`config.mk`:
```
export PLATFORM = sky130hd
export DESIGN_NAME = menu_text_layer
export DESIGN_NICKNAME = d
export VERILOG_FILES = /design/src/rtl/menu_pkg.sv /design/src/rtl/menu_char_ram.sv /design/src/rtl/menu_text_layer.sv
export SDC_FILE = /design/constraint.sdc
export NUM_CORES = 1
export LEC_CHECK = 0
export BUFFER_PORTS_ARGS = -buffer_cell sky130_fd_sc_hd__buf_2
export CORE_UTILIZATION = 40
export DETAILED_ROUTE_END_ITERATION = 8
export GPL_TIMING_DRIVEN = 0
export SLEW_MARGIN = 25
export SYNTH_ARGS = -nofsm -noshare
export SYNTH_HDL_FRONTEND = slang
export SYNTH_SLANG_ARGS = --single-unit
```
`constraint.sdc`:
```
create_clock -name clk_25mhz -period 4.2 [get_ports clk_25mhz]
set_clock_uncertainty 0.2 [all_clocks]
set_input_delay 0.84 -clock clk_25mhz [delete_from_list [all_inputs] [get_ports clk_25mhz]]
set_output_delay 0.84 -clock clk_25mhz [all_outputs]
set_load 0.05 [all_outputs]
```
`src/rtl/menu_pkg.sv`:
```
// Shared constants and types for the HDMI menu text overlay.
// Geometry is in character cells: 8-px wide columns, 16-px tall rows.
package menu_pkg;

  localparam int COLS    = 16;
  localparam int ROWS    = 8;
  localparam int COL_W   = $clog2(COLS);
  localparam int ROW_W   = $clog2(ROWS);
  localparam int ADDR_W  = COL_W + ROW_W;
  localparam int DEPTH   = COLS * ROWS;
  localparam int ORG_COL = 32;
  localparam int ORG_ROW = 8;

  // Clock edges after the one that samples (x,y) until color updates.
  localparam int PIPE_LAT = 3;

  localparam logic [23:0] FG     = 24'hffffff;
  localparam logic [23:0] SEL_FG = 24'hffff00;
  localparam logic [23:0] BG     = 24'h000000;
  localparam logic [7:0]  BLANK  = 8'h20;

  localparam logic [ADDR_W-1:0] LAST_ADDR = ADDR_W'(DEPTH - 1);

  typedef enum logic {
    CLEAR = 1'b0,
    IDLE  = 1'b1
  } state_t;

endpackage

```
`src/rtl/menu_char_ram.sv`:
```
// Character buffer: simple dual-port RAM, one write port and one registered read port.
// A same-address read and write in one cycle returns the old contents.
module menu_char_ram
  import menu_pkg::*;
(
  input  logic              i_clk,
  input  logic              i_we,
  input  logic [ADDR_W-1:0] i_waddr,
  input  logic [7:0]        i_wdata,
  input  logic [ADDR_W-1:0] i_raddr,
  output logic [7:0]        o_rdata
);

  logic [7:0] r_mem [DEPTH];
  logic [7:0] r_rdata;

  // NOTE: the array has no reset so it maps onto block/distributed RAM; the CLEAR pass initialises it.
  always_ff @(posedge i_clk) begin
    if (i_we) r_mem[i_waddr] <= i_wdata;
    r_rdata <= r_mem[i_raddr];
  end

  assign o_rdata = r_rdata;

endmodule

```
`src/rtl/menu_text_layer.sv`:
```
// Menu text overlay: owns the character buffer, clears it after reset, and turns pixel
// coordinates into font-ROM addresses and then into pixel colour with row highlighting.
module menu_text_layer
  import menu_pkg::*;
(
  input  logic             clk_25mhz,
  input  logic             reset,
  input  logic             wr_en,
  input  logic [COL_W-1:0] wr_x,
  input  logic [ROW_W-1:0] wr_y,
  input  logic [7:0]       wr_ch,
  output logic             wr_ready,
  input  logic [ROW_W-1:0] sel,
  input  logic [9:0]       x,
  input  logic [9:0]       y,
  output logic [11:0]      font_addr,
  input  logic [7:0]       font_data,
  output logic [23:0]      color,
  output logic             in_window
);

  localparam logic [6:0] XC_LO = 7'(ORG_COL);
  localparam logic [6:0] XC_HI = 7'(ORG_COL + COLS);
  localparam logic [5:0] YC_LO = 6'(ORG_ROW);
  localparam logic [5:0] YC_HI = 6'(ORG_ROW + ROWS);

  state_t            r_state;
  logic [ADDR_W-1:0] r_clr_addr;
  logic              r_wr_ready;

  // NOTE: all clocked state uses non-blocking assignments so every register sees pre-edge values.
  always_ff @(posedge clk_25mhz) begin
    if (reset) begin
      r_state    <= CLEAR;
      r_clr_addr <= '0;
      r_wr_ready <= 1'b0;
    end else begin
      case (r_state)
        CLEAR: begin
          r_clr_addr <= r_clr_addr + 1'b1;
          if (r_clr_addr == LAST_ADDR) begin
            r_state    <= IDLE;
            r_wr_ready <= 1'b1;
          end
        end
        IDLE:    r_wr_ready <= 1'b1;
        default: r_state <= CLEAR;
      endcase
    end
  end

  // Writes outside the menu are dropped; only reachable with non-power-of-two geometry.
  logic              w_wr_ok;
  logic              w_we;
  logic [ADDR_W-1:0] w_waddr;
  logic [7:0]        w_wdata;

  assign w_wr_ok = wr_en && (32'(wr_x) < COLS) && (32'(wr_y) < ROWS);
  assign w_we    = !reset && ((r_state == CLEAR) || w_wr_ok);
  assign w_waddr = (r_state == CLEAR) ? r_clr_addr : {wr_y, wr_x};
  assign w_wdata = (r_state == CLEAR) ? BLANK : wr_ch;

  // S0: character cell and window test, buffer read issued.
  logic [6:0]        w_xc;
  logic [5:0]        w_yc;
  logic [6:0]        w_xoff;
  logic [5:0]        w_yoff;
  logic              w_win0;
  logic [ADDR_W-1:0] w_raddr;
  logic [7:0]        w_buf_q;

  assign w_xc    = x[9:3];
  assign w_yc    = y[9:4];
  assign w_xoff  = w_xc - XC_LO;
  assign w_yoff  = w_yc - YC_LO;
  assign w_win0  = (w_xc >= XC_LO) && (w_xc < XC_HI) && (w_yc >= YC_LO) && (w_yc < YC_HI);
  assign w_raddr = {w_yoff[ROW_W-1:0], w_xoff[COL_W-1:0]};

  menu_char_ram u_ram (
    .i_clk   (clk_25mhz),
    .i_we    (w_we),
    .i_waddr (w_waddr),
    .i_wdata (w_wdata),
    .i_raddr (w_raddr),
    .o_rdata (w_buf_q)
  );

  logic             r_win1, r_win2, r_win3;
  logic [2:0]       r_xp1, r_xp2, r_xp3;
  logic [3:0]       r_yp1;
  logic [ROW_W-1:0] r_row1, r_row2, r_row3;
  logic [11:0]      r_font_addr;
  logic [23:0]      r_color;
  logic             r_in_window;
  logic [7:0]       w_ch;
  logic             w_pix_on;

  assign w_ch     = r_win1 ? w_buf_q : BLANK;
  assign w_pix_on = font_data[3'd7 - r_xp3];

  // S1 font address, S2 waits on the font ROM, S3 colour; sel is deliberately unregistered.
  always_ff @(posedge clk_25mhz) begin
    if (reset) begin
      {r_win1, r_win2, r_win3} <= '0;
      {r_xp1, r_xp2, r_xp3}    <= '0;
      r_yp1                    <= '0;
      {r_row1, r_row2, r_row3} <= '0;
      r_font_addr              <= '0;
      r_color                  <= BG;
      r_in_window              <= 1'b0;
    end else begin
      r_win1      <= w_win0;
      r_xp1       <= x[2:0];
      r_yp1       <= y[3:0];
      r_row1      <= w_yoff[ROW_W-1:0];
      r_font_addr <= {w_ch, r_yp1};
      r_win2      <= r_win1;
      r_xp2       <= r_xp1;
      r_row2      <= r_row1;
      r_win3      <= r_win2;
      r_xp3       <= r_xp2;
      r_row3      <= r_row2;
      r_color     <= (r_win3 && w_pix_on) ? ((r_row3 == sel) ? SEL_FG : FG) : BG;
      r_in_window <= r_win3;
    end
  end

  assign wr_ready  = r_wr_ready;
  assign font_addr = r_font_addr;
  assign color     = r_color;
  assign in_window = r_in_window;

endmodule

```
# --- After elaboration in Yosys (flattened, before gate mapping) ---
# Memory sizes are Yosys's and may differ from the RTL's. A register that Yosys moved wholly into a read port is not among the register bits.
# Cells that the tools add are included.
# Widths: inputs -> output; s select.
totals:
  reg_bits: 71
  elab_cells: 54
  inputBits: 49
  out_inout_bits: 38
  mem_count: 1
  ram_bits: 1024
op_classes:
  n_eq_ne: 3
  n_lt_le_gt_ge: 5
  n_bitwise: 3
  reduce_logical: 9
  add_sub_neg: 4
  n_mux: 12
mem_list:
  columns: ["name", "depth", "word_bits", "read_ports", "rd_ports_with_merged_regs", "wr", "line_no", "text"]
  rows:
  - ["u_ram.r_mem", 128, 8, 1, 1, 1, "menu_char_ram.sv:14", "logic [7:0] r_mem [DEPTH];"]
op_table:
  columns: ["cell", "count"]
  rows:
  - ["$mux 8", 2]
  - ["$add 7x1->7 const B", 1]
  - ["$eq 7x7->1 const B", 1]
  - ["$ge 7x6->1 const B", 1]
  - ["$lt 7x6->1 const B", 1]
  - ["$mux 7", 1]
  - ["$ge 6x4->1 const B", 1]
  - ["$lt 6x5->1 const B", 1]
  - ["$mux 1", 6]
  - ["$mux 6", 1]
  - ["$logic_and 1x1->1", 5]
  - ["$lt 3x4->1 const B", 1]
  - ["$reduce_or 2->1", 2]
  - ["$sub 4x1->4 const B", 1]
  - ["$bmux 1 s3", 1]
  - ["$eq 3x3->1", 1]
  - ["$not 1->1", 3]
  - ["$sub 3x1->3 const B", 1]
  - ["$sub 3x3->3 const A", 1]
  - ["$ne 2x2->1 const B", 1]
  - ["$pmux 1 s2", 1]
  - ["$logic_not 1->1", 1]
  - ["$logic_or 1x1->1", 1]

# --- Logic depth before layout (Yosys ltp) ---
# Gate-level depths: netlist of run 1.
logic_depth:
  ltp_word: 6
  depth_mapped: 7
  ltp_nobuf: 5

# --- Hierarchy ---
# From an unflattened synthesis of run 1, not the netlist that was laid out.
unflattened:
  cells_unflattened: 1811
  area_unflattened_um2: 41527.3
modules_own_cells:
  columns: ["mod", "n_inst", "area_per_inst_um2", "seq_area_each_um2", "cells_per_inst"]
  rows:
  - ["menu_char_ram", 1, 39665.5, 30909.6, 1635]
  - ["menu_text_layer", 1, 1861.8, 980.9, 176]

# --- Worst setup path before layout of run 1 ---
# OpenSTA, ideal clock, no wires.
synth_timing:
  path_kind: "input to register"
  startpoint: "in x[3]"
  endpoint: "reg u_ram.r_rdata[0], in the netlist u_ram.o_rdata[0], read port of u_ram.r_mem"
  n_path_buf: 2
  path_stages: 6
  setup_slack_ns: 0.656
  t_arrival_ns: 3.223
  cell_sequence: "clkbuf_1 > buf_1 > mux4_2 > mux4_2 > mux4_2 > mux2_2"
synth_between:
  elab_chain_cells: 1
synth_rtl:
  columns: ["element", "line_no", "text"]
  rows:
  - ["start, declared", "menu_text_layer.sv:14", "input logic [9:0] x,"]
  - ["$sub 4x1->4", "menu_text_layer.sv:74", "assign w_xoff = w_xc - XC_LO;"]
  - ["end, declared", "menu_char_ram.sv:15", "logic [7:0] r_rdata;"]
# No other way between the ends.
# A chain may end at the register's enable or synchronous reset.

# --- Worst setup path in the final report of run 1 ---
layout_timing:
  startpoint: "reg r_state"
  endpoint: "mem u_ram.r_mem[41][2] (enable)"
layout_between:
  elab_chain_cells: 5
layout_rtl:
  columns: ["element", "line_no", "text"]
  rows:
  - ["start, declared", "menu_text_layer.sv:27", "state_t r_state;"]
  - ["start signal, assigned", "menu_text_layer.sv:34", "r_state <= CLEAR;"]
  - ["start signal, assigned", "menu_text_layer.sv:42", "r_state <= IDLE;"]
  - ["start signal, assigned", "menu_text_layer.sv:47", "default: r_state <= CLEAR;"]
  - ["$not 1->1", null, null]
  - ["$logic_or 1x1->1", "menu_text_layer.sv:59", "assign w_we = !reset && ((r_state == CLEAR) || w_wr_ok);"]
  - ["$logic_and 1x1->1", "menu_text_layer.sv:59", null]
  - ["$mux 1", "menu_char_ram.sv:19", "if (i_we) r_mem[i_waddr] <= i_wdata;"]
  - ["$mux 1 (implied by the code)", "menu_char_ram.sv:19", null]
  - ["end, declared", "menu_char_ram.sv:14", null]
# Parallel ways exist; a longest one is shown, timed or not.

==> results of run 1 <==
## area by class of cell
| type | instances | area, um2 | area share (%) |
|---|---|---|---|
| multi-input combinational | 607 | 9175 | 19.30 |
| timing repair buffer | 95 | 744.5 | 1.566 |
| antenna | 1 | 2.502 | 0.005264 |
| tap | 1368 | 1712 | 3.601 |
| inverter | 11 | 41.29 | 0.08686 |
| sequential | 1081 | 31890 | 67.09 |
| buffer | 116 | 599.3 | 1.261 |
| clock buffer | 146 | 2962 | 6.230 |
| clock inverter | 43 | 409.1 | 0.8607 |
## routing by layer
metal / vias up / wire length [um]
li1: 7991 / -
met1: 10670 / 41280
met2: 883 / 48400
met3: 143 / 7813
met4: 8 / 3263
met5: - / 65
## state kept, by name (all words and copies together), names as in the netlist, 4 cells and up
signal         flops
u_ram.r_mem     1024
font_addr         12
u_ram.o_rdata      8
r_clr_addr         7
r_yp1              4
## worst max-delay path, stage by stage, from the launching register on
cell and delay [ns]:
dfxtp_1 0.29, clkbuf_1 0.20, clkbuf_1 0.30, o32ai_1 1.03
nand3_1 0.54, clkbuf_2 0.62, nor2_1 0.84
## report_power, final
part | total, uW | leakage (uW) | internal [uW] | switching (uW)
Sequential | 11700 | 0.0104 | 11700 | 14.0
Combinational | 937 | 0.00348 | 409 | 528
Clock | 9260 | 0.00165 | 5340 | 3920
Total | 21900 | 0.0155 | 17400 | 4460
## synth_stat cells
cell	number	share of area (%)
mux2i_1	3	0.072
edfxtp_1	1024	74
or3_1	1	0.015
nor2_1	136	1.2
buf_2	15	0.18
o2bb2ai_1	1	0.021
a31oi_1	1	0.015
o21ai_0	2	0.024
inv_1	11	0.099
o31a_1	1	0.021
buf_6	1	0.027
dfxtp_1	57	2.7
mux4_2	338	18
nand3b_1	1	0.018
o32ai_1	7	0.15
buf_4	33	0.60
a32o_1	1	0.024
clkbuf_1	43	0.39
and4_1	1	0.021
nand3_1	12	0.14
nand4b_1	2	0.042
o22ai_1	2	0.030
and2_1	14	0.21
a21oi_1	4	0.048
ha_1	1	0.030
nand2b_1	5	0.075
nand2_1	24	0.22
xnor2_1	3	0.063
nor2b_1	31	0.47
mux2_2	9	0.24
nand4bb_1	1	0.027
nor4_1	1	0.015
buf_1	24	0.22
xor2_1	5	0.11
## repair_timing
action | 4_1_cts | 5_1_grt
hold buffers | 0 | 0
gates resized for setup | 4 | 49
endpoints found under the setup margin | 24 | 552
## logic make-up (layout without fill, tap and decap cells)
group | Yosys count | count (layout) | share of synthesized area [%]
DFF | 1081 | 1081 | 76.82
buffers and inverters | 127 | 411 | 1.510
muxes | 350 | 350 | 18.65
adders and majority gates | 1 | 1 | 0.03014
and+or+nand+nor | 229 | 229 | 2.484
other | 0 | 1 | 0
xor gates and xnor gates | 8 | 8 | 0.1688
AOI/OAI and AO/OA | 19 | 19 | 0.3316
## stage by stage
step	instance area (um2)	setup WS, ns	total power (uW)	hold slack [ns]	util (%)
after floorplan	41510	0.6560	12470	0.2041	-
final	47540	-0.2216	21870	0.1430	46.45
after CTS	47390	0.004512	21990	0.1088	46.31
after global placement	43620	-1.866	12820	0.2189	42.63
after detailed placement	44010	-0.3082	12830	0.2231	43.01
after global routing	47530	-0.2361	22410	0.1423	46.45
## path summary, 6_finish.rpt
kind,startpoint,endpoint,slack (ns)
worst max-delay path,r_state$_SDFF_PP0_,u_ram.r_mem[41][2]$_DFFE_PP_,-0.22
worst min-delay path,y[8],r_win1$_SDFF_PP0_,0.14
worst max register to register,r_state$_SDFF_PP0_,u_ram.r_mem[41][2]$_DFFE_PP_,-0.22
worst min register to register,r_yp1[2]$_SDFF_PP0_,font_addr[2]$_SDFF_PP0_,0.24
## cell usage in the layout, fill, tap and decap left out, types with 24 or more instances in the layout
master	n
edfxtp_1	1024
mux4_2	338
clkbuf_16	110
buf_2	95
nor2_1	83
clkbuf_1	61
dfxtp_1	57
nor2_2	53
buf_4	33
nor2b_1	31
nand2_1	24
==> impl_metrics.env, run 1 <==
export IMPL_status="finished, violations left"
export IMPL_violations="setup timing"
export IMPL_period_share_pct=105.3
export IMPL_hp_class="input pin to register"
export IMPL_dr_first_iter_drc_count=2197
export IMPL_fin_cells=3468
export IMPL_setup_slack_ns=-0.2216
export IMPL_grt_util_met2_pct=31.06
export IMPL_vias=19700
export IMPL_cts_setup_buffers=0
export IMPL_syn2layout_area_growth_pct=14.51
export IMPL_antenna_found_initial=6
export IMPL_wl_per_cell_um=29.07
export IMPL_die_w_um=324.2
export IMPL_dpl_hpwl_mm=68.90
export IMPL_syn_area_um2=41510
export IMPL_hold_viol=0
export IMPL_overflow=0
export IMPL_clk_latency_ns=0.68
export IMPL_grt_max_degree=69
export IMPL_rr_worst_depth=6
export IMPL_yosysWarnings=0
export IMPL_maxSlewViolCount=0
export IMPL_cts_buffers=106
export IMPL_nNetsFinal=2068
export IMPL_drv_cap=0
export IMPL_fill_cells=8315
export IMPL_critical_path_max_fanout=10
export IMPL_die_area_um2=105100
export IMPL_cp_end_kind="register"
export IMPL_cp_required_ns=4.30
export IMPL_drive_gt1_share_pct=33.73
export IMPL_tns_ns=-10.42
export IMPL_clk_pin_slew_ns=0.06
export IMPL_syn_nets=1865
export IMPL_die_h_um=324.2
export IMPL_globalRoute_busiestLayer="met2"
export IMPL_p_per_area_nw_per_um2=460.0
export IMPL_worstSetupPathType="register to register"
export IMPL_rsz0062_at_grt="yes"
export IMPL_cp_start_kind="register"
export IMPL_slew_headroom_pct=23.16
export IMPL_core_area_um2=102300
export IMPL_drcViolationCount=0
export IMPL_min_path_cells=2
export IMPL_clock_sinks=1081
export IMPL_grt_use_met1_pct=26.96
export IMPL_p_leak_uw=0.01552
export IMPL_vias_per_cell=5.680
export IMPL_grt_pass1_vias=19820
export IMPL_ys_types=34
export IMPL_synth_seq_cells=1081
export IMPL_clockBufferDepth=3
export IMPL_io_buffers=79
export IMPL_place_congestion=0.8563
export IMPL_synthCells=1815
export IMPL_yosysSeqAreaShare_pct=76.82
export IMPL_avgSynthCellArea_um2=22.87
export IMPL_period_needed_ns=4.422
export IMPL_fmaxAchievable_ghz=0.2262
export IMPL_grt_pass1_wl_mm=144.5
export IMPL_ir_worst_vdd_mv=0.3536
export IMPL_drtAntennaViolNets=0
export IMPL_worstPathArrival_ns=4.52
export IMPL_root_buffer="clkbuf_16"
export IMPL_htree_levels=3
export IMPL_setup_viol=152
export IMPL_io_pins=87
export IMPL_first_pass_iters=5
export IMPL_rows=117
export IMPL_worst_pin_slew_ns=1.149
export IMPL_start_util_pct=40.57
export IMPL_dp_cells=3277
export IMPL_met3_usage_pct=3.690
export IMPL_track_usage_pct=19.57
export IMPL_cts_tree="done"
export IMPL_wl_mm=100.8
(Power assumes the default switching activity.)
==> inputs of run 2 (changes only) <==
--- a/config.mk
+++ b/config.mk
@@ -13,3 +13,4 @@
 export SYNTH_ARGS = -nofsm -noshare
 export SYNTH_HDL_FRONTEND = slang
 export SYNTH_SLANG_ARGS = --single-unit
+export TNS_END_PERCENT = 10
==> run 2 against run 1 <==
Against the previous run: setup slack improved by 0.053 ns; clock-buffer cell count unchanged; critical endpoint is now u_ram.r_mem[64][5]$_DFFE_PP_; first-iteration DRC count decreased by 2.4%; die area did not move; hold slack worse by 0.0031 ns; via count decreased by 0.72%; the flow still finishes with violations (setup timing); fmax up 1.2%.
==> impl_metrics.env, run 2 (same netlist as run 1, synthesis figures left out) <==
export IMPL_drive_gt1_share_pct=33.35
export IMPL_grt_max_degree=69
export IMPL_cts_setup_buffers=0
export IMPL_rows=117
export IMPL_rsz0062_at_grt="yes"
export IMPL_multiInputGateArea_um2=9155
export IMPL_grt_pass1_wl_mm=144.5
export IMPL_root_buffer="clkbuf_16"
export IMPL_core_area_um2=102300
export IMPL_clock_sinks=1081
export IMPL_hold_buffers=0
export IMPL_p_per_area_nw_per_um2=460.3
export IMPL_hold_viol=0
export IMPL_overflow=0
export IMPL_p_leak_uw=0.01552
export IMPL_dp_cells=3277
export IMPL_total_power_uw=21870
export IMPL_switching_power_uw=4469
export IMPL_slew_headroom_pct=25.57
export IMPL_syn2layout_area_growth_pct=14.46
export IMPL_period_needed_ns=4.368
export IMPL_crit_family="simple AND/OR/NAND/NOR gates"
export IMPL_holdWs_ns=0.1400
export IMPL_cp_required_ns=4.30
export IMPL_start_util_pct=40.57
export IMPL_power_frac_comb_pct=4.3
export IMPL_die_w_um=324.2
export IMPL_maxSlewViolCount=0
export IMPL_period_share_pct=104.0
export IMPL_rr_startpoint="r_state$_SDFF_PP0_"
export IMPL_fill_cells=8318
export IMPL_nNetsFinal=2068
export IMPL_die_h_um=324.2
export IMPL_violations="setup timing"
export IMPL_status="finished, violations left"
export IMPL_register_area_um2=31890
export IMPL_cp_start_kind="register"
export IMPL_cts_buffers=106
export IMPL_worstPathArrival_ns=4.47
export IMPL_crit_path_top_delay_cell="o32ai_1"
export IMPL_clockPowerShare_pct=42.4
export IMPL_crit_top_cell="clkbuf_1"
export IMPL_path_cells="clkbuf_1, clkbuf_1, o32ai_1, nand3_1, clkbuf_2, nor2_1"
export IMPL_worst_pin_slew_ns=1.113
export IMPL_vias_per_cell=5.639
export IMPL_track_usage_pct=19.57
export IMPL_wl_per_cell_um=29.08
export IMPL_drcViolationCount=0
export IMPL_fmaxAchievable_ghz=0.2289
export IMPL_dr_first_iter_drc_count=2144
export IMPL_clk_pin_slew_ns=0.06
export IMPL_grt_pass1_vias=19820
export IMPL_vias=19560
export IMPL_wl_mm=100.8
export IMPL_drv_cap=0
export IMPL_dpl_hpwl_mm=68.90
export IMPL_fin_cells=3468
export IMPL_worstSetupPathType="register to register"
export IMPL_fin_area_um2=47520
export IMPL_worst_path_buf_inv=3
export IMPL_swShare_pct=20.43
export IMPL_min_from="y[8]"
export IMPL_layout_common_cells="edfxtp_1, mux4_2, clkbuf_16, buf_2, nor2_1"
export IMPL_clk_latency_ns=0.68
export IMPL_drtAntennaViolNets=0
export IMPL_layout_commonest_cell="edfxtp_1"
export IMPL_io_pins=87
export IMPL_slowest_delay_ns=1.01
export IMPL_place_congestion=0.8563
export IMPL_die_area_um2=105100
export IMPL_power_frac_seq_pct=53.3
export IMPL_cts_tree="done"
export IMPL_cp_end_kind="register"
export IMPL_p_int_uw=17400
export IMPL_largest_register="u_ram.r_mem"
export IMPL_crit_path_start="r_state$_SDFF_PP0_"
export IMPL_setup_viol=171
export IMPL_ir_worst_vdd_mv=0.3534
export IMPL_htree_levels=3
export IMPL_placed_area_um2=44010
export IMPL_clockBufferDepth=3
export IMPL_critical_path_max_fanout=10
export IMPL_io_buffers=79
export IMPL_hp_class="input pin to register"
export IMPL_setup_slack_ns=-0.1681
export IMPL_antenna_found_initial=6
export IMPL_tns_ns=-15.82
export IMPL_largest_reg_flops=1024
export IMPL_first_pass_iters=7
## run 2: worst register-to-register path: cells and delay by family (launching register included)
kind | cells | cell delay [ns]
buffers and inverters | 3 | 1.10
AOI/OAI and AO/OA | 1 | 1.01
and+or+nand+nor | 2 | 1.38
DFF | 1 | 0.29
## run 2: per-stage QoR
| step | worst slack, ns | util [%] |
|---|---|---|
| after global placement | -1.866 | 42.63 |
| after CTS | 0.004512 | 46.31 |
| after global routing | -0.2361 | 46.43 |
| after floorplan | 0.6560 | - |
| final | -0.1681 | 46.44 |
| after detailed placement | -0.3082 | 43.01 |
## run 2: what timing repair did
item	CTS	global route
setup endpoints to repair	24	552
pin swaps	0	0
resized for setup	4	41
## run 2: final cells by class
class / instances / area share [%]
diodes: 1 / 0.005266
repair buffers: 95 / 1.567
multi-input cells: 607 / 19.27
flip-flops and latches: 1081 / 67.12
clock inverters: 43 / 0.8611
clock buffers: 146 / 6.233
inverters: 11 / 0.08690
well taps: 1368 / 3.602
plain buffers: 116 / 1.261
## run 2: worst paths after layout
| check | end | slack, ns | cells past startpoint |
|---|---|---|---|
| setup / recovery | u_ram.r_mem[64][5]$_DFFE_PP_ | -0.17 | 6 |
| setup reg to reg | u_ram.r_mem[64][5]$_DFFE_PP_ | -0.17 | 6 |
| hold reg to reg | r_row3[0]$_SDFF_PP0_ | 0.24 | 1 |
| hold / removal | r_win1$_SDFF_PP0_ | 0.14 | 2 |
## run 2: power by group through the flow
stage               clock [uW]  combinational [uW]  sequential (uW)
floorplan                    0                 570            11900
global placement             0                 930            11900
detailed placement           0                 934            11900
CTS                       9390                 939            11700
global route              9780                 970            11700
finish                    9270                 937            11700
## run 2: per-layer routing
metal	global-route usage [%]	up-vias	routed length, um
met5	0	-	58
met4	7.296	8	3404
met3	3.690	155	8007
met2	31.06	845	48410
met1	26.96	10560	40950
li1	-	7988	-
